===== config.mk =====
export PLATFORM = sky130hd
export DESIGN_NAME = imem_fetch_ctrl
export DESIGN_NICKNAME = d
export VERILOG_FILES = /design/src/rtl/imem_fetch_ctrl.sv
export SDC_FILE = /design/constraint.sdc
export NUM_CORES = 1
export LEC_CHECK = 0
export CAP_MARGIN = 40
export CORE_ASPECT_RATIO = 1.2
export CORE_MARGIN = 2
export CORE_UTILIZATION = 40
export DETAILED_ROUTE_END_ITERATION = 8
export PLACE_DENSITY = 0.85
export SLEW_MARGIN = 40
export SYNTH_ARGS = -nofsm -noshare
export SYNTH_HDL_FRONTEND = slang
export SYNTH_SLANG_ARGS = --single-unit

===== constraint.sdc =====
create_clock -name clk -period 3.7 [get_ports clk]
set_clock_uncertainty 0.15 [all_clocks]
set_input_delay 0.74 -clock clk [delete_from_list [all_inputs] [get_ports clk]]
set_output_delay 0.74 -clock clk [all_outputs]
set_load 0.03 [all_outputs]

===== src/rtl/imem_fetch_ctrl.sv =====
// -----------------------------------------------------------------------------
// imem_fetch_ctrl
//
// Instruction-fetch sequencer for a combinational instruction ROM. The block
// owns the fetch PC and drives it straight onto the ROM address. Each fetched
// word is registered into a one-entry output stage, which talks to decode
// through a valid/ready handshake. Execute can redirect the fetch PC. A fetch
// from a misaligned or out-of-range address raises a sticky fault. The block
// also counts every instruction that decode accepts.
//
// Parameters
//   RESET_PC   fetch address loaded at reset
//   ROM_WORDS  ROM depth in words; legal PCs are 0 .. ROM_WORDS*4-4
//
// Ports
//   clk             in   1   system clock, all state on rising edge
//   rst_n           in   1   synchronous reset, active low
//   rom_addr        out  32  ROM byte address (= fetch PC, combinational)
//   rom_data        in   32  ROM word for rom_addr, combinational
//   redirect_valid  in   1   load redirect_pc as the new fetch PC
//   redirect_pc     in   32  redirect target byte address
//   inst_valid      out  1   inst/inst_pc hold a fetched instruction
//   inst_ready      in   1   decode accepts inst this cycle
//   inst            out  32  fetched instruction word
//   inst_pc         out  32  byte address of inst
//   fault           out  1   sticky fetch fault (misaligned or out of range)
//   fetch_count     out  32  number of accepted handshakes (valid & ready)
// -----------------------------------------------------------------------------
module imem_fetch_ctrl #(
  parameter logic [31:0] RESET_PC  = 32'h0000_0000,
  parameter int unsigned ROM_WORDS = 64
) (
  input  logic        clk,
  input  logic        rst_n,
  output logic [31:0] rom_addr,
  input  logic [31:0] rom_data,
  input  logic        redirect_valid,
  input  logic [31:0] redirect_pc,
  output logic        inst_valid,
  input  logic        inst_ready,
  output logic [31:0] inst,
  output logic [31:0] inst_pc,
  output logic        fault,
  output logic [31:0] fetch_count
);

  typedef enum logic [1:0] {
    ST_BOOT  = 2'd0,
    ST_RUN   = 2'd1,
    ST_FAULT = 2'd2
  } state_e;

  // First byte address past the end of the ROM.
  localparam logic [31:0] PC_LIMIT = 32'(ROM_WORDS * 4);

  state_e      state_q, state_d;
  logic [31:0] fetch_pc_q, fetch_pc_d;
  logic [31:0] inst_q, inst_d;
  logic [31:0] inst_pc_q, inst_pc_d;
  logic        inst_valid_q, inst_valid_d;
  logic        fault_q, fault_d;
  logic [31:0] fetch_count_q, fetch_count_d;

  logic take;  // decode accepts the word currently presented
  logic load;  // output stage is (or becomes) free and we may fetch
  logic bad;   // current fetch PC cannot be read from the ROM

  assign take = inst_valid_q && inst_ready;
  assign load = (state_q == ST_RUN) && !redirect_valid && (!inst_valid_q || inst_ready);
  assign bad  = (fetch_pc_q[1:0] != 2'b00) || (fetch_pc_q >= PC_LIMIT);

  always_comb begin
    // NOTE: every signal gets its hold value first, so no path through the
    // block leaves one unassigned and no latch is inferred.
    state_d       = state_q;
    fetch_pc_d    = fetch_pc_q;
    inst_d        = inst_q;
    inst_pc_d     = inst_pc_q;
    inst_valid_d  = inst_valid_q;
    fault_d       = fault_q;
    fetch_count_d = fetch_count_q;

    // A word counts as delivered even on the edge where a redirect flushes it.
    if (take) begin
      fetch_count_d = fetch_count_q + 32'd1;
    end

    // The stage drains when its word is taken and nothing refills it.
    if (take && !load) begin
      inst_valid_d = 1'b0;
    end

    unique case (state_q)
      ST_BOOT: begin
        state_d = ST_RUN;
      end
      ST_RUN: begin
        if (load) begin
          if (bad) begin
            // Hold fetch_pc so rom_addr shows the offending address.
            inst_valid_d = 1'b0;
            fault_d      = 1'b1;
            state_d      = ST_FAULT;
          end else begin
            inst_d       = rom_data;
            inst_pc_d    = fetch_pc_q;
            inst_valid_d = 1'b1;
            fetch_pc_d   = fetch_pc_q + 32'd4;
          end
        end
      end
      ST_FAULT: begin
        // Parked until a redirect arrives.
      end
      default: begin
        state_d = ST_BOOT;
      end
    endcase

    // A redirect overrides any fetch decision. The target is only range-checked
    // when the block first loads from it.
    if (redirect_valid) begin
      fetch_pc_d   = redirect_pc;
      inst_valid_d = 1'b0;
      fault_d      = 1'b0;
      state_d      = ST_RUN;
    end
  end

  // NOTE: state registers use non-blocking assignments, so every register
  // samples the pre-edge values of the others.
  always_ff @(posedge clk) begin
    if (!rst_n) begin
      state_q       <= ST_BOOT;
      fetch_pc_q    <= RESET_PC;
      inst_q        <= 32'h0;
      inst_pc_q     <= 32'h0;
      inst_valid_q  <= 1'b0;
      fault_q       <= 1'b0;
      fetch_count_q <= 32'h0;
    end else begin
      state_q       <= state_d;
      fetch_pc_q    <= fetch_pc_d;
      inst_q        <= inst_d;
      inst_pc_q     <= inst_pc_d;
      inst_valid_q  <= inst_valid_d;
      fault_q       <= fault_d;
      fetch_count_q <= fetch_count_d;
    end
  end

  assign rom_addr    = fetch_pc_q;
  assign inst_valid  = inst_valid_q;
  assign inst        = inst_q;
  assign inst_pc     = inst_pc_q;
  assign fault       = fault_q;
  assign fetch_count = fetch_count_q;

endmodule


==> results of run 1 <==
worst register-to-register path, cell delays in order, from the launching register on:
cell	delay (ps)
dfxtp_1	330
nor4_1	330
nand4_1	130
buf_4	190
or4_1	860
and3_1	350
layout by cell type (no fill, tap or decap), types with 9 or more instances in the layout:
master,synthesis,layout
nand2_1,99,99
a21oi_1,14,14
o311ai_1,9,9
nand3_1,15,15
dfxtp_1,132,132
and3_1,32,32
nand2b_1,13,13
nor2_1,40,40
inv_1,11,11
mux2i_1,68,68
clkbuf_16,0,17
clkdlybuf4s50_1,0,195
cell type report:
| class | instances | area [µm²] |
|---|---|---|
| well taps | 168 | 210 |
| inverters | 13 | 50.0 |
| fillers | 1121 | 5160 |
| repair buffers | 202 | 2010 |
| clock inverters | 15 | 168 |
| clock buffers | 17 | 425 |
| multi-input cells | 391 | 2510 |
| flip-flops and latches | 132 | 2640 |
layer usage:
layer  wire length [µm]  global-route usage (%)
met1               5940                    22.4
met2               6760                    32.1
met3                822                    4.37
met4                233                    7.97
met5                  0                       0
flip-flops by register name, indices dropped and copies added (netlist names):
| name | count |
|---|---|
| state_q | 2 |
| inst_valid | 1 |
| fetch_count | 32 |
| fault | 1 |
| rom_addr | 32 |
| inst | 32 |
| inst_pc | 32 |
Yosys cell counts, types with 3 or more instances:
library cell	n
o41ai_1	8
nand3_1	15
and3_1	32
ha_1	3
nor3_1	3
xnor2_1	7
buf_4	3
o21ai_0	4
o311ai_1	9
or3_1	7
nand4_1	7
o21ai_1	6
clkbuf_1	28
and4_1	5
inv_1	11
a21oi_1	14
nand2_1	99
or4_1	7
buf_2	4
nor4_1	8
dfxtp_1	132
nand2b_1	13
o31ai_1	5
xor2_1	4
mux2i_1	68
nor4_4	3
nor2_1	40
cells by family (layout without fill, tap and decap cells):
family	count (synthesis)	count (layout)	synth area share (%)
XOR/XNOR	11	11	1.79
buffers and inverters	52	247	4.22
AND/OR/NAND/NOR	253	253	24.3
AO/OA/AOI/OAI	56	56	7.13
multiplexers	68	68	12.7
adder cells (fa/ha/maj)	3	3	0.699
flip-flops	132	132	49.2
worst max-delay path by stage:
stage                   end           start  cells after the start
3_5_place_dp    inst_pc[25]      inst_ready                      5
4_1_cts         inst_pc[25]      inst_ready                      5
3_3_place_gp    inst_pc[16]      inst_ready                      5
5_1_grt         inst_pc[31]      inst_ready                      5
2_1_floorplan  rom_addr[24]  redirect_valid                      5
6_report        inst_pc[25]      inst_ready                      5
stage by stage:
stage                     worst slack (ps)  utilization [%]  total power, W  std cells  hold slack [ps]
final                                 1030             60.8         0.00342        938              303
after global routing                   917             60.8         0.00355        938              322
after detailed placement               629             56.3         0.00180        906              286
after floorplan                       1480                -         0.00165        575              305
after global placement                 656             56.3         0.00179        906              292
after CTS                             1070             60.8         0.00346        938              306
where the power goes:
| group | internal (W) | leakage (nW) | switching, W |
|---|---|---|---|
| sequential | 0.00145 | 1.07 | 0.0000271 |
| clock | 0.000959 | 0.290 | 0.000696 |
| combinational | 0.000144 | 1.60 | 0.000146 |
| total | 0.00255 | 2.96 | 0.000869 |
==> impl_metrics.tcl, run 1 <==
set metrics [dict create \
    run_status "completed" \
    cpLargestDelayFamily "simple AND/OR/NAND/NOR gates" \
    core-area_mm2 0.0132 \
    async_reset_ff_share_pct 0 \
    synthCells 575 \
    layout-area-overhead-vs-synth_pct 49.3 \
    fp.dieW_um 110 \
    grt-ovfl-total 0 \
    final_hold_viol_count 0 \
    synth-edff-count 0 \
    hold_path_depth 2 \
    grt_pass1_wl_um 21100 \
    gp_congestion 0.767 \
    r2r-end "inst_pc[25]" \
    maxCapViolCount 0 \
    r2r-start "rom_addr[8]" \
    rows 46 \
    post-synth-top-area-cell "dfxtp_1" \
    criticalPathCategory "primary input to register" \
    peakVddDrop_mv 0.284 \
    drive_gt1_share_pct 6.10 \
    pin_count 198 \
    ctsLongestPathBuffers 2 \
    dpl_cell_area_mm2 0.00742 \
    hp-class "register to register" \
    first_pass_iters 5 \
    vias 4769 \
    dieArea_mm2 0.0144 \
    period_share_pct 72.1 \
    ff2ff_path_depth 5 \
    r2r_slack_ps 1250 \
    syn-num-nets 646 \
    yosysWarnings 0 \
    grt_antenna_before_repair 0 \
    dp_hpwl_um 9810 \
    min_period_ps 2670 \
    clkTransAtPathRegs_ps 60 \
    fmax_mhz 375 \
    diodes 0 \
    detail-route-antenna-nets 0 \
    yosys-top-cells-area "dfxtp_1 49%, mux2i_1 13%, nand2_1 6.9%" \
    fp.dieH_um 131 \
    worstHoldStart "inst[26]" \
    end_kind "register" \
    ys_ff_latch 132 \
    initial_core_util_pct 40.7 \
    cts_tree "done" \
    portBuffers 197 \
    critical_path_buf_inv_count 1 \
    insertion_delay_ps 410 \
    slowest_stage "or4_1" \
    setup_tns_ps 0 \
    syn_avg_cell_area_um2 9.34 \
    holdBufCountCts 0 \
    synth.distinct_cells 49 \
    cts_setup_buffers 0 \
    grt_max_degree 68 \
    root_buffer "clkbuf_16" \
    cp-start-kind "primary input" \
    final-setup-viol-count 0 \
    leakagePower_nw 2.96 \
    grt_pass1_vias 4336 \
    vias_per_cell 5.08 \
    routedWlPerCell_um 14.7 \
    drt_iter0_markers 255 \
    crit_arrival_ps 2820 \
    whs_endpoint "inst[26]" \
    p_per_area_mw_per_mm2 426 \
    yosysTopAreaCellShare_pct 49.2 \
    synth-seq-area-share_pct 49.2 \
    crit_chain "clkdlybuf4s50_1, nand2b_1, nand2_1, or4_1, and3_1" \
    layout.nets 828 \
    critical_path.max_stage_delay_ps 780 \
    ctsHtreeMaxLevel 4 \
    maxSlewViolCount 0 \
    worstPathMaxFanout 27 \
    fin_area_mm2 0.00802 \
    route.detailed.drc 0 \
    synth_ff_type "dfxtp_1" \
    cp.required_ps 3850 \
    max_slew.worst_pin.slew_ps 691 \
    cts_resized 0 \
    syn_area_mm2 0.00537 \
    cts_num_sinks 132 \
    rsz0062_at_grt "no" \
    cts_buffers 17 \
    maxSlewHeadroom_pct 53.9 \
    routed_wl_um 13800 \
    grtUsageTotal_pct 18.7 \
]
(Power assumes the default switching activity.)
==> run 2: changes to the inputs <==
--- a/config.mk
+++ b/config.mk
@@ -10,7 +10,7 @@
 export CORE_MARGIN = 2
 export CORE_UTILIZATION = 40
 export DETAILED_ROUTE_END_ITERATION = 8
-export PLACE_DENSITY = 0.85
+export PLACE_DENSITY = 0.88
 export SLEW_MARGIN = 40
 export SYNTH_ARGS = -nofsm -noshare
 export SYNTH_HDL_FRONTEND = slang
==> constraint.sdc (replaced) <==
create_clock -name clk -period 2.4 [get_ports clk]
set_clock_uncertainty 0.15 [all_clocks]
set_input_delay 0.48 -clock clk [delete_from_list [all_inputs] [get_ports clk]]
set_output_delay 0.48 -clock clk [all_outputs]
set_load 0.03 [all_outputs]
==> run 2 against run 1 <==
  * Flip-flop and latch count unchanged
  * Clock-buffer cell count up 2
  * Non-clock buffer count up 19
  * Register-to-register slack worse by 1000 ps
  * Largest cell class unchanged
==> impl_metrics.tcl, run 2 (same netlist as run 1, synthesis figures left out) <==
set metrics [dict create \
    run_status "completed" \
    clkTransAtPathRegs_ps 60 \
    p_total_w 0.00568 \
    peakVddDrop_mv 0.677 \
    criticalPathCategory "register to primary output" \
    rows 46 \
    route.detailed.drc 0 \
    rsz0062_at_grt "no" \
    hp-class "primary input to register" \
    portBuffers 197 \
    r2r-end "inst[21]" \
    p_seq_share_pct 40.0 \
    cts_num_sinks 132 \
    dp_hpwl_um 10000 \
    switching_power_w 0.00122 \
    layout_commonest_cell "clkdlybuf4s50_1" \
    detail-route-antenna-nets 0 \
    combPwrFrac_pct 8.1 \
    whs_endpoint "rom_addr[2]" \
    final_hold_viol_count 0 \
    holdBufCountCts 0 \
    insertion_delay_ps 410 \
    grt-ovfl-total 0 \
    root_buffer "clkbuf_16" \
    maxSlewViolCount 0 \
    min_period_ps 2290 \
    dieArea_mm2 0.0144 \
    crit_chain "clkdlybuf4s50_1" \
    maxCapViolCount 0 \
    setup_ws_ps 106 \
    ff2ff_path_depth 7 \
    grt_pass1_vias 4437 \
    critical_path.max_stage_delay_ps 760 \
    cp.required_ps 1770 \
    worstPathMaxFanout 8 \
    grtUsageTotal_pct 19.4 \
    switching_share_pct 21.4 \
    cts_resized 0 \
    critical_path_buf_inv_count 1 \
    drt_iter0_markers 251 \
    layout.nets 847 \
    period_share_pct 95.6 \
    initial_core_util_pct 40.7 \
    grt_busiest_layer "met2" \
    slowest_stage "clkdlybuf4s50_1" \
    leakagePower_nw 3.09 \
    use_met3_pct 5.16 \
    end_kind "primary output" \
    cp_num_cells 1 \
    p_per_area_mw_per_mm2 688 \
    maxSlewHeadroom_pct 64.0 \
    vias 4848 \
    gp_congestion 0.795 \
    hold_path_depth 3 \
    r2r_slack_ps 250 \
    critPathLaunch "rom_addr[2]" \
    ctsLongestPathBuffers 2 \
    max_slew.worst_pin.slew_ps 539 \
    fp.dieW_um 110 \
    pin_count 198 \
    grt_pass1_wl_um 21600 \
    use_met2_pct 32.9 \
    diodes 0 \
    cts_buffers 17 \
    cp-start-kind "register" \
    cts_setup_buffers 0 \
    drive_gt1_share_pct 8.37 \
    fmax_mhz 436 \
    fp.dieH_um 131 \
    crit_arrival_ps 1660 \
    final_cell_mix "195 x clkdlybuf4s50_1, 132 x dfxtp_1, 99 x nand2_1" \
    final-setup-viol-count 0 \
    ctsHtreeMaxLevel 4 \
    clockPowerShare_pct 51.9 \
    routed_wl_um 14100 \
    p_int_w 0.00447 \
    routedWlPerCell_um 14.7 \
    first_pass_iters 4 \
    layout-area-overhead-vs-synth_pct 53.8 \
    preCtsSetupSlack_ps -125 \
    grt_antenna_before_repair 0 \
    core-area_mm2 0.0132 \
    vias_per_cell 5.07 \
    grt_max_degree 131 \
    r2r-start "rom_addr[8]" \
    worstHoldStart "rst_n" \
    cts_tree "done" \
    cpLargestDelayFamily "buffers and inverters" \
    met1_usage_pct 22.5 \
]
-- run 2: cell types whose count changed in the layout (fill, tap and decap cells not counted) --
cell / previous run / this run
buf_12: 1 / 2
buf_4: 5 / 23
bufinv_16: 1 / 6
clkbuf_8: 0 / 2
clkinv_2: 2 / 3
clkinv_4: 4 / 1
clkinv_8: 1 / 0
clkinvlp_4: 1 / 2
inv_2: 1 / 2
inv_6: 2 / 1
inv_8: 5 / 0
-- run 2: worst max path at each step --
stage                      endpoint  slack [ps]
CTS                     rom_addr[2]          70
floorplan           fetch_count[28]         250
global placement    fetch_count[24]        -120
detailed placement  fetch_count[24]        -120
global route               inst[21]          50
finish                  rom_addr[2]         110
-- run 2: layout make-up --
class	instances	area [µm²]
tap	168	210
fill	1077	4920
timing repair buffer	221	2170
inverter	13	48.8
multi-input combinational	391	2510
clock inverter	13	228
sequential	132	2640
clock buffer	19	453
-- run 2: power by group through the flow --
stage          sequential, W  combinational [W]  clock, W
6_report             0.00227           0.000462   0.00295
5_1_grt              0.00228           0.000498   0.00311
4_1_cts              0.00227           0.000466   0.00302
3_5_place_dp         0.00232           0.000463         0
3_3_place_gp         0.00232           0.000456         0
2_1_floorplan        0.00238           0.000166         0
-- run 2: metrics by stage --
stage               area (µm²)  utilization, %  hold slack (ps)  TNS [ps]  instances
detailed placement        7580            57.5              296     -2480        925
finish                    8260            62.7              218         0        957
global route              8260            62.7              216         0        957
global placement          7580            57.5              292      -663        925
CTS                       8260            62.7              195         0        957
floorplan                 5370               -              305         0        575
-- run 2: metal layers --
metal  up-vias  wire length (µm)
met3        21               850
met2       136              7010
met5         -                 0
met1      2263              5920
li1       2428                 -
met4         0               318
==> run 3: changes to the inputs <==
==> constraint.sdc (replaced) <==
create_clock -name clk -period 2.1 [get_ports clk]
set_clock_uncertainty 0.15 [all_clocks]
set_input_delay 0.42 -clock clk [delete_from_list [all_inputs] [get_ports clk]]
set_output_delay 0.42 -clock clk [all_outputs]
set_load 0.03 [all_outputs]
==> run 3 against run 2 <==
  * Power is 13% higher
  * Sequential share of layout area down 0.78 points
  * Register-to-register slack worse by 220 ps
  * Flip-flop and latch count is the same
  * First-iteration DRC count rose by 42%
  * Final area up 3.0%
  * Global-route usage rose by 1.1 points
  * Sequential power rose by 15%
  * Critical path depth increased by 4
  * Hold slack improved by 88 ps
  * Critical path type is now register to register
  * Critical endpoint is now inst_pc[25]
==> impl_metrics.tcl, run 3 (same netlist as run 1, synthesis figures left out) <==
set metrics [dict create \
    routedWlPerCell_um 15.8 \
    gp_congestion 0.840 \
    cts_buffers 17 \
    layout-area-overhead-vs-synth_pct 58.4 \
    grt_pass1_vias 4743 \
    vias 5013 \
    dieArea_mm2 0.0144 \
    first_pass_iters 4 \
    insertion_delay_ps 420 \
    layout.nets 864 \
    portBuffers 197 \
    switching_power_w 0.00147 \
    criticalPathCategory "register to register" \
    route.detailed.drc 0 \
    peakVddDrop_mv 0.423 \
    ctsHtreeMaxLevel 4 \
    rsz0062_at_grt "yes" \
    min_period_ps 2070 \
    grt_max_degree 134 \
    layout_commonest_cell "clkdlybuf4s50_1" \
    rows 46 \
    p_per_area_mw_per_mm2 754 \
    instances_no_fill 973 \
    switching_share_pct 22.9 \
    final-setup-viol-count 0 \
    fin_area_mm2 0.00850 \
    p_seq_share_pct 40.5 \
    core-area_mm2 0.0132 \
    clkTransAtPathRegs_ps 60 \
    grt_pass1_wl_um 23000 \
    cts_num_sinks 132 \
    diodes 0 \
    grt_antenna_before_repair 0 \
    dpl_cell_area_mm2 0.00769 \
    clockPowerShare_pct 50.8 \
    maxSlewHeadroom_pct 65.3 \
    grtUsageTotal_pct 20.5 \
    cp-start-kind "register" \
    root_buffer "clkbuf_16" \
    combPwrFrac_pct 8.7 \
    ctsLongestPathBuffers 2 \
    drt_iter0_markers 357 \
    leakagePower_nw 3.65 \
    fmax_mhz 483 \
    preCtsSetupSlack_ps -337 \
    pin_count 198 \
    crit_arrival_ps 2220 \
    period_share_pct 98.5 \
    worstPathMaxFanout 27 \
    dp_hpwl_um 10200 \
    cts_tree "done" \
    fp.dieW_um 110 \
    drive_gt1_share_pct 11.9 \
    end_kind "register" \
    maxCapViolCount 0 \
    detail-route-antenna-nets 0 \
    max_slew.worst_pin.slew_ps 521 \
    routed_wl_um 15300 \
    p_total_w 0.00641 \
    run_status "completed" \
    final_hold_viol_count 0 \
    dp_cells 935 \
    initial_core_util_pct 40.7 \
    vias_per_cell 5.15 \
    grt-ovfl-total 0 \
    hp-class "register to register" \
    r2r_slack_ps 30 \
    maxSlewViolCount 0 \
    cp.required_ps 2260 \
    final_cell_mix "146 x clkdlybuf4s50_1, 122 x dfxtp_1, 99 x nand2_1" \
    fp.dieH_um 131 \
    setup_ws_ps 31.4 \
    p_int_w 0.00495 \
]
==> run 3: through the flow <==
step | setup TNS [ps] | util (%) | hold WS, ps
5_1_grt | -2070 | 64.5 | 323
3_3_place_gp | -19190 | 58.3 | 290
2_1_floorplan | 0 | - | 305
3_5_place_dp | -20900 | 58.3 | 298
6_report | 0 | 64.5 | 307
4_1_cts | 0 | 63.2 | 308
==> run 3: layout make-up <==
cell class	count	area, µm²
flip-flops and latches	132	2660
repair buffers	238	2400
fillers	1096	4680
well taps	168	210
clock buffers	17	425
multi-input cells	391	2540
clock inverters	14	225
inverters	13	48.8
==> run 3: path summary, 6_finish.rpt <==
kind	startpoint	end	cells past startpoint
hold / removal	inst[30]	inst[30]	2
setup reg to reg	rom_addr[17]	inst_pc[25]	5
hold reg to reg	inst[30]	inst[30]	2
setup / recovery	rom_addr[17]	inst_pc[25]	5
==> run 3: layer usage <==
metal	vias up	part of all wire (%)	global-route usage [%]
met5	-	0	0
met4	0	2.7	9.83
met3	33	6.7	6.30
met2	186	50	34.8
met1	2332	41	23.3
li1	2462	-	-
==> run 3: critical path: stages (launching register included) <==
cell and delay [ps]:
dfxtp_1 330, nor4_2 290, nand4_1 210, or4_1 590, buf_6 190, and3_1 190
==> run 3: timing repair <==
item,4_1_cts,5_1_grt
setup buffers,1,3
gates resized for setup,34,26
setup endpoints to repair,93,86
hold endpoints to repair,0,0
gates cloned,0,3
hold buffers,0,0
pin swaps,2,6
==> run 3: power by group through the flow <==
stage,clock network (W),logic (W),registers (W)
2_1_floorplan,0,0.000190,0.00272
3_3_place_gp,0,0.000536,0.00265
3_5_place_dp,0,0.000544,0.00265
4_1_cts,0.00332,0.000544,0.00259
5_1_grt,0.00343,0.000596,0.00260
6_report,0.00326,0.000558,0.00260
